**src/rtl/display_bcm_decoder.sv**
```systemverilog
// display_bcm_decoder
// Binary-coded-modulation row driver for an LED panel. Each row is shifted
// out once per bit-plane (upstream re-presents the same pixels per plane),
// latched, then shown with oe high for basecycles<<plane cycles. After the
// last plane a one-cycle row_done pulse is emitted and plane wraps to 0.
// Every output except cpixel_ready is a registered copy of the next state.

module display_bcm_decoder #(
   parameter int segments   = 2,
   parameter int cyclewidth = 10,
   parameter int columns    = 64,
   parameter int basecycles = 1
) (
   input  logic                                clk,
   input  logic                                rst_n,
   input  logic [segments*3*cyclewidth-1:0]    cpixel,
   input  logic                                cpixel_valid,
   output logic                                cpixel_ready,
   output logic [segments*3-1:0]               rgb,
   output logic                                rgb_valid,
   output logic                                lat,
   output logic                                oe,
   output logic [$clog2(cyclewidth)-1:0]       plane,
   output logic                                row_done
);

   localparam int planew = $clog2(cyclewidth);
   localparam int colw   = (columns > 1) ? $clog2(columns) : 1;
   // Must hold basecycles<<(cyclewidth-1) itself, hence the extra bit.
   localparam int cntw   = $clog2(basecycles << (cyclewidth - 1)) + 1;
   localparam int pixw   = segments * 3 * cyclewidth;

   localparam logic [colw-1:0]   last_col   = colw'(columns - 1);
   localparam logic [planew-1:0] last_plane = planew'(cyclewidth - 1);

   typedef enum logic [1:0] {
      SHIFT = 2'd0,
      FLUSH = 2'd1,
      LATCH = 2'd2,
      SHOW  = 2'd3
   } state_t;

   state_t              state_r, state_nxt_s;
   logic [planew-1:0]   plane_r, plane_nxt_s;
   logic [colw-1:0]     column_r, column_nxt_s;
   logic [cntw-1:0]     cnt_r, cnt_nxt_s;
   logic [segments*3-1:0] rgb_r, rgb_nxt_s;
   logic                rgb_valid_r, rgb_valid_nxt_s;
   logic                lat_r, lat_nxt_s;
   logic                oe_r, oe_nxt_s;
   logic                row_done_r, row_done_nxt_s;

   logic                accept_s;
   logic                show_end_s;
   logic [cntw-1:0]     cnt_load_s;

   // Pick bit p of every colour channel; segment field is {R,G,B}, MSB first,
   // and the output triplet is {r,g,b} in the same order.
   function automatic logic [segments*3-1:0] plane_bits(
      input logic [pixw-1:0]   pix,
      input logic [planew-1:0] p
   );
      logic [segments*3-1:0] bits;
      logic [cyclewidth-1:0] chan;
      bits = '0;
      for (int s = 0; s < segments; s++) begin
         for (int k = 0; k < 3; k++) begin
            chan = pix[s*3*cyclewidth + k*cyclewidth +: cyclewidth];
            bits[s*3 + k] = chan[p];
         end
      end
      return bits;
   endfunction

   assign cpixel_ready = (state_r == SHIFT);
   assign accept_s     = cpixel_valid & cpixel_ready;
   assign show_end_s   = (state_r == SHOW) && (cnt_r == '0);
   assign cnt_load_s   = (cntw'(basecycles) << plane_r) - cntw'(1);

   assign rgb       = rgb_r;
   assign rgb_valid = rgb_valid_r;
   assign lat       = lat_r;
   assign oe        = oe_r;
   assign plane     = plane_r;
   assign row_done  = row_done_r;

   // State register: FSM state, counters and all registered outputs.
   always_ff @(posedge clk) begin
      if (!rst_n) begin
         state_r     <= SHIFT;
         plane_r     <= '0;
         column_r    <= '0;
         cnt_r       <= '0;
         rgb_r       <= '0;
         rgb_valid_r <= 1'b0;
         lat_r       <= 1'b0;
         oe_r        <= 1'b0;
         row_done_r  <= 1'b0;
      end else begin
         state_r     <= state_nxt_s;
         plane_r     <= plane_nxt_s;
         column_r    <= column_nxt_s;
         cnt_r       <= cnt_nxt_s;
         rgb_r       <= rgb_nxt_s;
         rgb_valid_r <= rgb_valid_nxt_s;
         lat_r       <= lat_nxt_s;
         oe_r        <= oe_nxt_s;
         row_done_r  <= row_done_nxt_s;
      end
   end

   // Next-state logic: shift a row, flush the last strobe, latch, then show.
   always_comb begin
      state_nxt_s = state_r;
      case (state_r)
         SHIFT: begin
            if (accept_s && (column_r == last_col)) begin
               state_nxt_s = FLUSH;
            end else begin
               state_nxt_s = SHIFT;
            end
         end
         FLUSH:   state_nxt_s = LATCH;
         LATCH:   state_nxt_s = SHOW;
         SHOW: begin
            if (show_end_s) begin
               state_nxt_s = SHIFT;
            end else begin
               state_nxt_s = SHOW;
            end
         end
         default: state_nxt_s = SHIFT;
      endcase
   end

   // Output/datapath logic: next values of counters and registered outputs.
   always_comb begin
      column_nxt_s    = column_r;
      plane_nxt_s     = plane_r;
      cnt_nxt_s       = cnt_r;
      rgb_nxt_s       = rgb_r;
      rgb_valid_nxt_s = accept_s;

      if (accept_s) begin
         rgb_nxt_s = plane_bits(cpixel, plane_r);
         if (column_r == last_col) begin
            column_nxt_s = '0;
         end else begin
            column_nxt_s = column_r + colw'(1);
         end
      end else begin
         rgb_nxt_s    = rgb_r;
         column_nxt_s = column_r;
      end

      case (state_r)
         LATCH: cnt_nxt_s = cnt_load_s;
         SHOW: begin
            if (show_end_s) begin
               cnt_nxt_s = '0;
               if (plane_r == last_plane) begin
                  plane_nxt_s = '0;
               end else begin
                  plane_nxt_s = plane_r + planew'(1);
               end
            end else begin
               cnt_nxt_s = cnt_r - cntw'(1);
            end
         end
         default: cnt_nxt_s = cnt_r;
      endcase

      // lat and oe mirror the state being entered, so they are mutually exclusive.
      lat_nxt_s      = (state_nxt_s == LATCH);
      oe_nxt_s       = (state_nxt_s == SHOW);
      row_done_nxt_s = show_end_s && (plane_r == last_plane);
   end

endmodule

```
**config.mk**
```make
export PLATFORM = sky130hd
export DESIGN_NAME = display_bcm_decoder
export DESIGN_NICKNAME = d
export VERILOG_FILES = /design/src/rtl/display_bcm_decoder.sv
export SDC_FILE = /design/constraint.sdc
export NUM_CORES = 1
export LEC_CHECK = 0
export CORE_ASPECT_RATIO = 1.25
export CORE_MARGIN = 1.5
export CORE_UTILIZATION = 41
export CTS_BUF_LIST = sky130_fd_sc_hd__clkbuf_4 sky130_fd_sc_hd__clkbuf_8 sky130_fd_sc_hd__clkbuf_16
export CTS_CLUSTER_DIAMETER = 150
export CTS_CLUSTER_SIZE = 8
export DETAILED_ROUTE_END_ITERATION = 10
export PLACE_DENSITY = 0.81
export SLEW_MARGIN = 40
export SYNTH_ARGS = -nofsm -noshare
export SYNTH_HDL_FRONTEND = slang
export SYNTH_SLANG_ARGS = --single-unit
```
**constraint.sdc**
```tcl
create_clock -name clk -period 2.1 [get_ports clk]
set_input_delay 0.42 -clock clk [delete_from_list [all_inputs] [get_ports clk]]
set_output_delay 0.42 -clock clk [all_outputs]
set_load 0.02 [all_outputs]
```
Yosys cells after proc, flatten, opt, wreduce, memory -nomap -nowiden
Index checks and enable logic that the tools add are counted.

Shift operators: 1. Reduce and logical (&&, ||, !) cells: 7. $lt $le $gt $ge: 1. Add/subtract/negate cells: 4. Muxes and demuxes: 19. Bitwise operators: 1. Eq/ne operators: 7.

Operator list (number): $bmux 1 s4 (6); $pmux 10 s2 (1); $logic_not 10->1 (1); $mux 10 (1); $shl 1x4->10 const A (1); $sub 10x1->10 const B (1); $sub 10x2->10 const B (1); $eq 2x2->1 const B (4); $pmux 2 s4 (1); $mux 1 (7); $add 6x1->6 const B (1); $eq 6x6->1 const B (1); $mux 6 (1); $lt 4x5->1 const B (1); $add 4x1->4 const B (1); $eq 4x4->1 const B (1); $mux 4 (1); $logic_and 1x1->1 (3); $eq 2x1->1 const B (1); $logic_not 2->1 (1); $mux 2 (1); $reduce_and 2->1 (1); $reduce_bool 2->1 (1); $and 1x1->1 (1).

Bits in registers: 32. Word-level logic and storage cells: 49. Output and inout bits: 15.

Logic depth before layout (Yosys ltp)
Depth after elaboration: 6. Gate-level depth with buffers: 9. Mapped depth without buffers: 7.

Least setup slack after synthesis
OpenSTA, ideal clock, no wires.

Kind: register to register. Start point: reg plane_r[1] (netlist: plane[1]). End point: reg cnt_r[9]. Clock period less this slack: 2.311 ns. Required time: 2.025 ns. Path buffers: 3. Path slack: -0.211 ns. Stages on the path, launching flop included: 10. Arrival: 2.236 ns. Setup time: 0.075 ns. Cells stage by stage: dfxtp_1 -> buf_2 -> buf_2 -> clkbuf_1 -> and2_1 -> ha_1 -> or4bb_2 -> a21oi_1 -> a31oi_1 -> o21ai_0.

Longest elaborated chain between the ends: 3.

RTL lines: from (decl) (RTL line 44) `logic [planew-1:0] plane_r, plane_nxt_s;`; from (signal assigned) (RTL line 101) `plane_r <= plane_nxt_s;`; $shl 1x4->10 (RTL line 78) `assign cnt_load_s = (cntw'(basecycles) << plane_r) - cntw'(1);`; $sub 10x2->10 (RTL line 78); $pmux 10 s2 (RTL line 156) `case (state_r)`; to (signal assigned) (RTL line 103) `cnt_r <= cnt_nxt_s;`; to (decl) (RTL line 46) `logic [cntw-1:0] cnt_r, cnt_nxt_s;`.

Every way passes these cells. A chain may end at the register's enable or synchronous reset.

Worst setup path after layout
Start point: reg cnt_r[5]. End point: reg cnt_r[4].

Longest elaborated chain between the ends: 4.

RTL lines: $logic_not 10->1 (RTL line 77) `assign show_end_s = (state_r == SHOW) && (cnt_r == '0);`; $logic_and 1x1->1 (RTL line 77); $mux 10 (RTL line 159) `if (show_end_s) begin`; $pmux 10 s2 (RTL line 156).

Every way passes these cells.

==> implementation parameters <==
Parameter                              Value

Timing
  Min Tclk post-route    1990 ps
  Max-slew violation count    0
  Unrepaired setup endpoints after global routing    no
  F_max    0.504 GHz
  Final setup viols    0
  Share of the clock period used by the worst path    0.946
  Remaining max-slew budget at the tightest pin    0.728
  Setup Skew    7.07 ps
  Fin. Hold Viols    0
  Post-Route Setup TNS    0 ps
  Slew of the pin with the lowest slew margin    406 ps

Global route
  Met1 routing resource usage after global routing    0.250
  Global-route wire length before repair    10100 um
  GRT overflow    0
  Total global-route track usage    0.209
  Most heavily used metal layer in global routing    met2
  Number of antenna violations at the first check in global routing    0
  Via count of the first global-routing pass    2193
  Pin count of the biggest net entering global routing    21
  Met2 Track Usage GR    0.364
  Met3 routing resource usage after global routing    0.0470

Synthesis
  Post-synth net total    318
  Dominant cell type by area after synthesis    sky130_fd_sc_hd__dfxtp_1
  Ranking of synthesized cells by instance count    sky130_fd_sc_hd__dfxtp_1, sky130_fd_sc_hd__a21oi_1, sky130_fd_sc_hd__nand2_1, sky130_fd_sc_hd__nor2_1, sky130_fd_sc_hd__o21ai_0
  Synth async-reset ratio    0
  Count of flip-flops with a built-in enable after synthesis    0
  Area fraction of the dominant cell type after synthesis    0.283
  Count of cell types in the netlist    56
  Mean cell area of the mapped netlist    9.11 um2
  Post-Syn Area    2270 um2
  Count leader, synth    sky130_fd_sc_hd__dfxtp_1
  Number of warnings issued by yosys    0
  Sequential share of the synthesized area    0.283
  Area contributors post-synth    sky130_fd_sc_hd__dfxtp_1, sky130_fd_sc_hd__mux4_2, sky130_fd_sc_hd__a21oi_1, sky130_fd_sc_hd__ha_1, sky130_fd_sc_hd__nand2_1
  Predominant post-synthesis flop cell    sky130_fd_sc_hd__dfxtp_1
  Yosys reg bits    32
  Cells after Synth    249

Drt
  Total DRC errors in the routed layout    0
  Post-detailed-routing wire length    5990 um
  Average vias per placed instance    5.71
  1st-pass router iterations    4
  Detailed-route via count    2208
  Remaining antenna violation count    0
  Number of violations reported at the end of detailed-routing iteration 0    218
  Routed WL per cell    15.5 um

Clock network
  Clock latency at the later pin of the worst-skew pair    290 ps
  Hold buffer count at CTS    0
  Clock tree from TritonCTS    yes
  Clk pin slew, worst setup/hold paths    70 ps
  TritonCTS Sinks    32
  Deepest level of the CTS H-tree    2
  Buffer levels on the longest clock path    2
  Buffer cell driving the clock tree root    sky130_fd_sc_hd__clkbuf_8
  Post-CTS setup buffer count    0
  Cts bufs inserted    5

Worst hold path
  Class of the tightest hold or removal check    reg2reg
  HP Start    cnt_r[8]

Worst setup path
  Category of the critical setup timing path    reg2reg
  Worst stage delay on the critical path    740 ps
  Worst-path fanout max    7
  Cell type of the slowest stage on the worst timing path    sky130_fd_sc_hd__or4_1
  Worst flop-to-flop path startpoint    cnt_r[5]
  Nature of the critical path endpoint    flop
  Crit path cell chain    or4_1 -> o311a_1 -> a221oi_2 -> nor2_1
  Data required, critical path    2270 ps
  Sort of element at the start of the critical path    flop
  Arrival @ worst endpoint    2150 ps
  Startpoint of the worst setup timing path    cnt_r[5]

Die
  Die area    5990 um2
  Num ports    78
  DIE WIDTH    69.5 um
  Area of the core    5370 um2
  Num rows    30
  Die extent in y    86.1 um
  Initial standard-cell utilization of the core    0.422

Pwr
  Worst supply voltage drop on vdd    0.000214 V
  Leakage power    1.14 nW
  Power per unit of standard cell area    452 nW/um2

Finish
  Area growth from synthesis to layout    41.2%
  Filler Cell Count    460
  Share of layout cells above drive strength 1    0.152
  Number of standard cells in the layout, taps in and fillers out    387
  Diodes inserted    0
  Final-stage net count    391

Placed design
  Number of placed instances with taps included    379
  Number of port buffers    77
  Final weighted congestion of routability-driven global placement    0.855
  Post-detailed-placement half-perimeter wirelength    4580 um

Run
  # Max-Cap Violations    0

Status
  Run status    finished, final reports clean
-- cell type report --
cell class	count	area [um2]	area share
multi-input combinational	188	1470	0.460
clock buffer	5	68.8	0.0215
clock inverter	3	42.5	0.0133
tap	64	80.1	0.0250
inverter	7	26.3	0.00821
sequential	32	644	0.201
timing repair buffer	88	866	0.270
-- layout by cell type, fill, tap and decap left out, types with 2 or more instances in the layout --
cell / n
sky130_fd_sc_hd__a21boi_0: 2
sky130_fd_sc_hd__a21oi_1: 18
sky130_fd_sc_hd__a221oi_1: 6
sky130_fd_sc_hd__a31oi_1: 7
sky130_fd_sc_hd__and2_1: 3
sky130_fd_sc_hd__and3_1: 3
sky130_fd_sc_hd__buf_4: 10
sky130_fd_sc_hd__clkbuf_8: 5
sky130_fd_sc_hd__clkdlybuf4s50_1: 77
sky130_fd_sc_hd__dfxtp_1: 29
sky130_fd_sc_hd__dfxtp_2: 3
sky130_fd_sc_hd__ha_1: 5
sky130_fd_sc_hd__inv_1: 5
sky130_fd_sc_hd__mux2_2: 6
sky130_fd_sc_hd__mux2i_1: 3
sky130_fd_sc_hd__mux4_2: 12
sky130_fd_sc_hd__nand2_1: 19
sky130_fd_sc_hd__nand2b_1: 2
sky130_fd_sc_hd__nand3_1: 5
sky130_fd_sc_hd__nand3b_1: 6
sky130_fd_sc_hd__nor2_1: 19
sky130_fd_sc_hd__nor2b_1: 5
sky130_fd_sc_hd__nor3_1: 6
sky130_fd_sc_hd__nor3b_1: 3
sky130_fd_sc_hd__nor4_4: 2
sky130_fd_sc_hd__nor4b_1: 2
sky130_fd_sc_hd__nor4bb_1: 2
sky130_fd_sc_hd__o21a_1: 3
sky130_fd_sc_hd__o21ai_0: 13
sky130_fd_sc_hd__o31a_1: 3
sky130_fd_sc_hd__o31ai_1: 4
sky130_fd_sc_hd__o41ai_1: 2
sky130_fd_sc_hd__or2b_1: 2
sky130_fd_sc_hd__or3_1: 2
sky130_fd_sc_hd__or4_1: 2
sky130_fd_sc_hd__xor2_1: 3
-- critical path: cells and delay by family, from the launching register on --
kind	cells	cell delay [ps]
simple gates	2	800
compound gates	2	720
flops	1	350
-- what timing repair did --
action	4_1_cts	5_1_grt
gates resized for setup	0	2
endpoints found under the setup margin	0	2
hold endpoints to repair	0	0
-- state kept, by name, indices dropped and copies added, names as in the netlist --
| name | flops |
|---|---|
| state_r | 2 |
| rgb_valid | 1 |
| cnt_r | 10 |
| plane | 4 |
| rgb | 6 |
| column_r | 6 |
| row_done | 1 |
| lat | 1 |
| oe | 1 |
-- per-stage QoR --
step | hold WS [ps] | cell area [um2] | setup slack (ps) | power (mW) | util
3_5_place_dp | 479 | 3090 | 129 | 0.862 | 0.575
3_3_place_gp | 480 | 3090 | 172 | 0.856 | 0.575
4_1_cts | 490 | 3200 | 19.7 | 1.45 | 0.596
2_1_floorplan | 451 | 2290 | 35.7 | 0.708 | -
5_1_grt | 515 | 3200 | 40.3 | 1.50 | 0.597
6_report | 487 | 3200 | 114 | 1.45 | 0.597
-- routing by layer --
metal	vias up	wire length, um
met4	0	110
met5	-	0
met1	1061	2510
met3	9	239
met2	57	3130
li1	1081	-
-- final timing paths --
| check | endpoint | slack, ps | cells after the start |
|---|---|---|---|
| setup reg to reg | cnt_r[4] | 110 | 4 |
| hold reg to reg | cnt_r[8] | 490 | 2 |
| hold / removal | cnt_r[8] | 490 | 2 |
| setup / recovery | cnt_r[4] | 110 | 4 |
-- cell families (layout without fill, tap and decap cells) --
logic type                 count (synthesis)  in the layout  share of synthesized area
xor gates and xnor gates                   4              4                     0.0155
and+or+nand+nor                           88             88                      0.226
adders and majority gates                  6              6                     0.0331
AOI/OAI and AO/OA                         69             69                      0.209
DFF                                       32             32                      0.283
buffers and inverters                     29            103                     0.0712
muxes                                     21             21                      0.162
-- report_power, final --
part	total (mW)	switching (mW)	internal (mW)	leakage (nW)
clock network	0.597	0.246	0.351	0.0541
logic	0.220	0.0685	0.152	0.829
registers	0.628	0.00835	0.620	0.261
total	1.45	0.323	1.12	1.14
(Power assumes the default switching activity.)
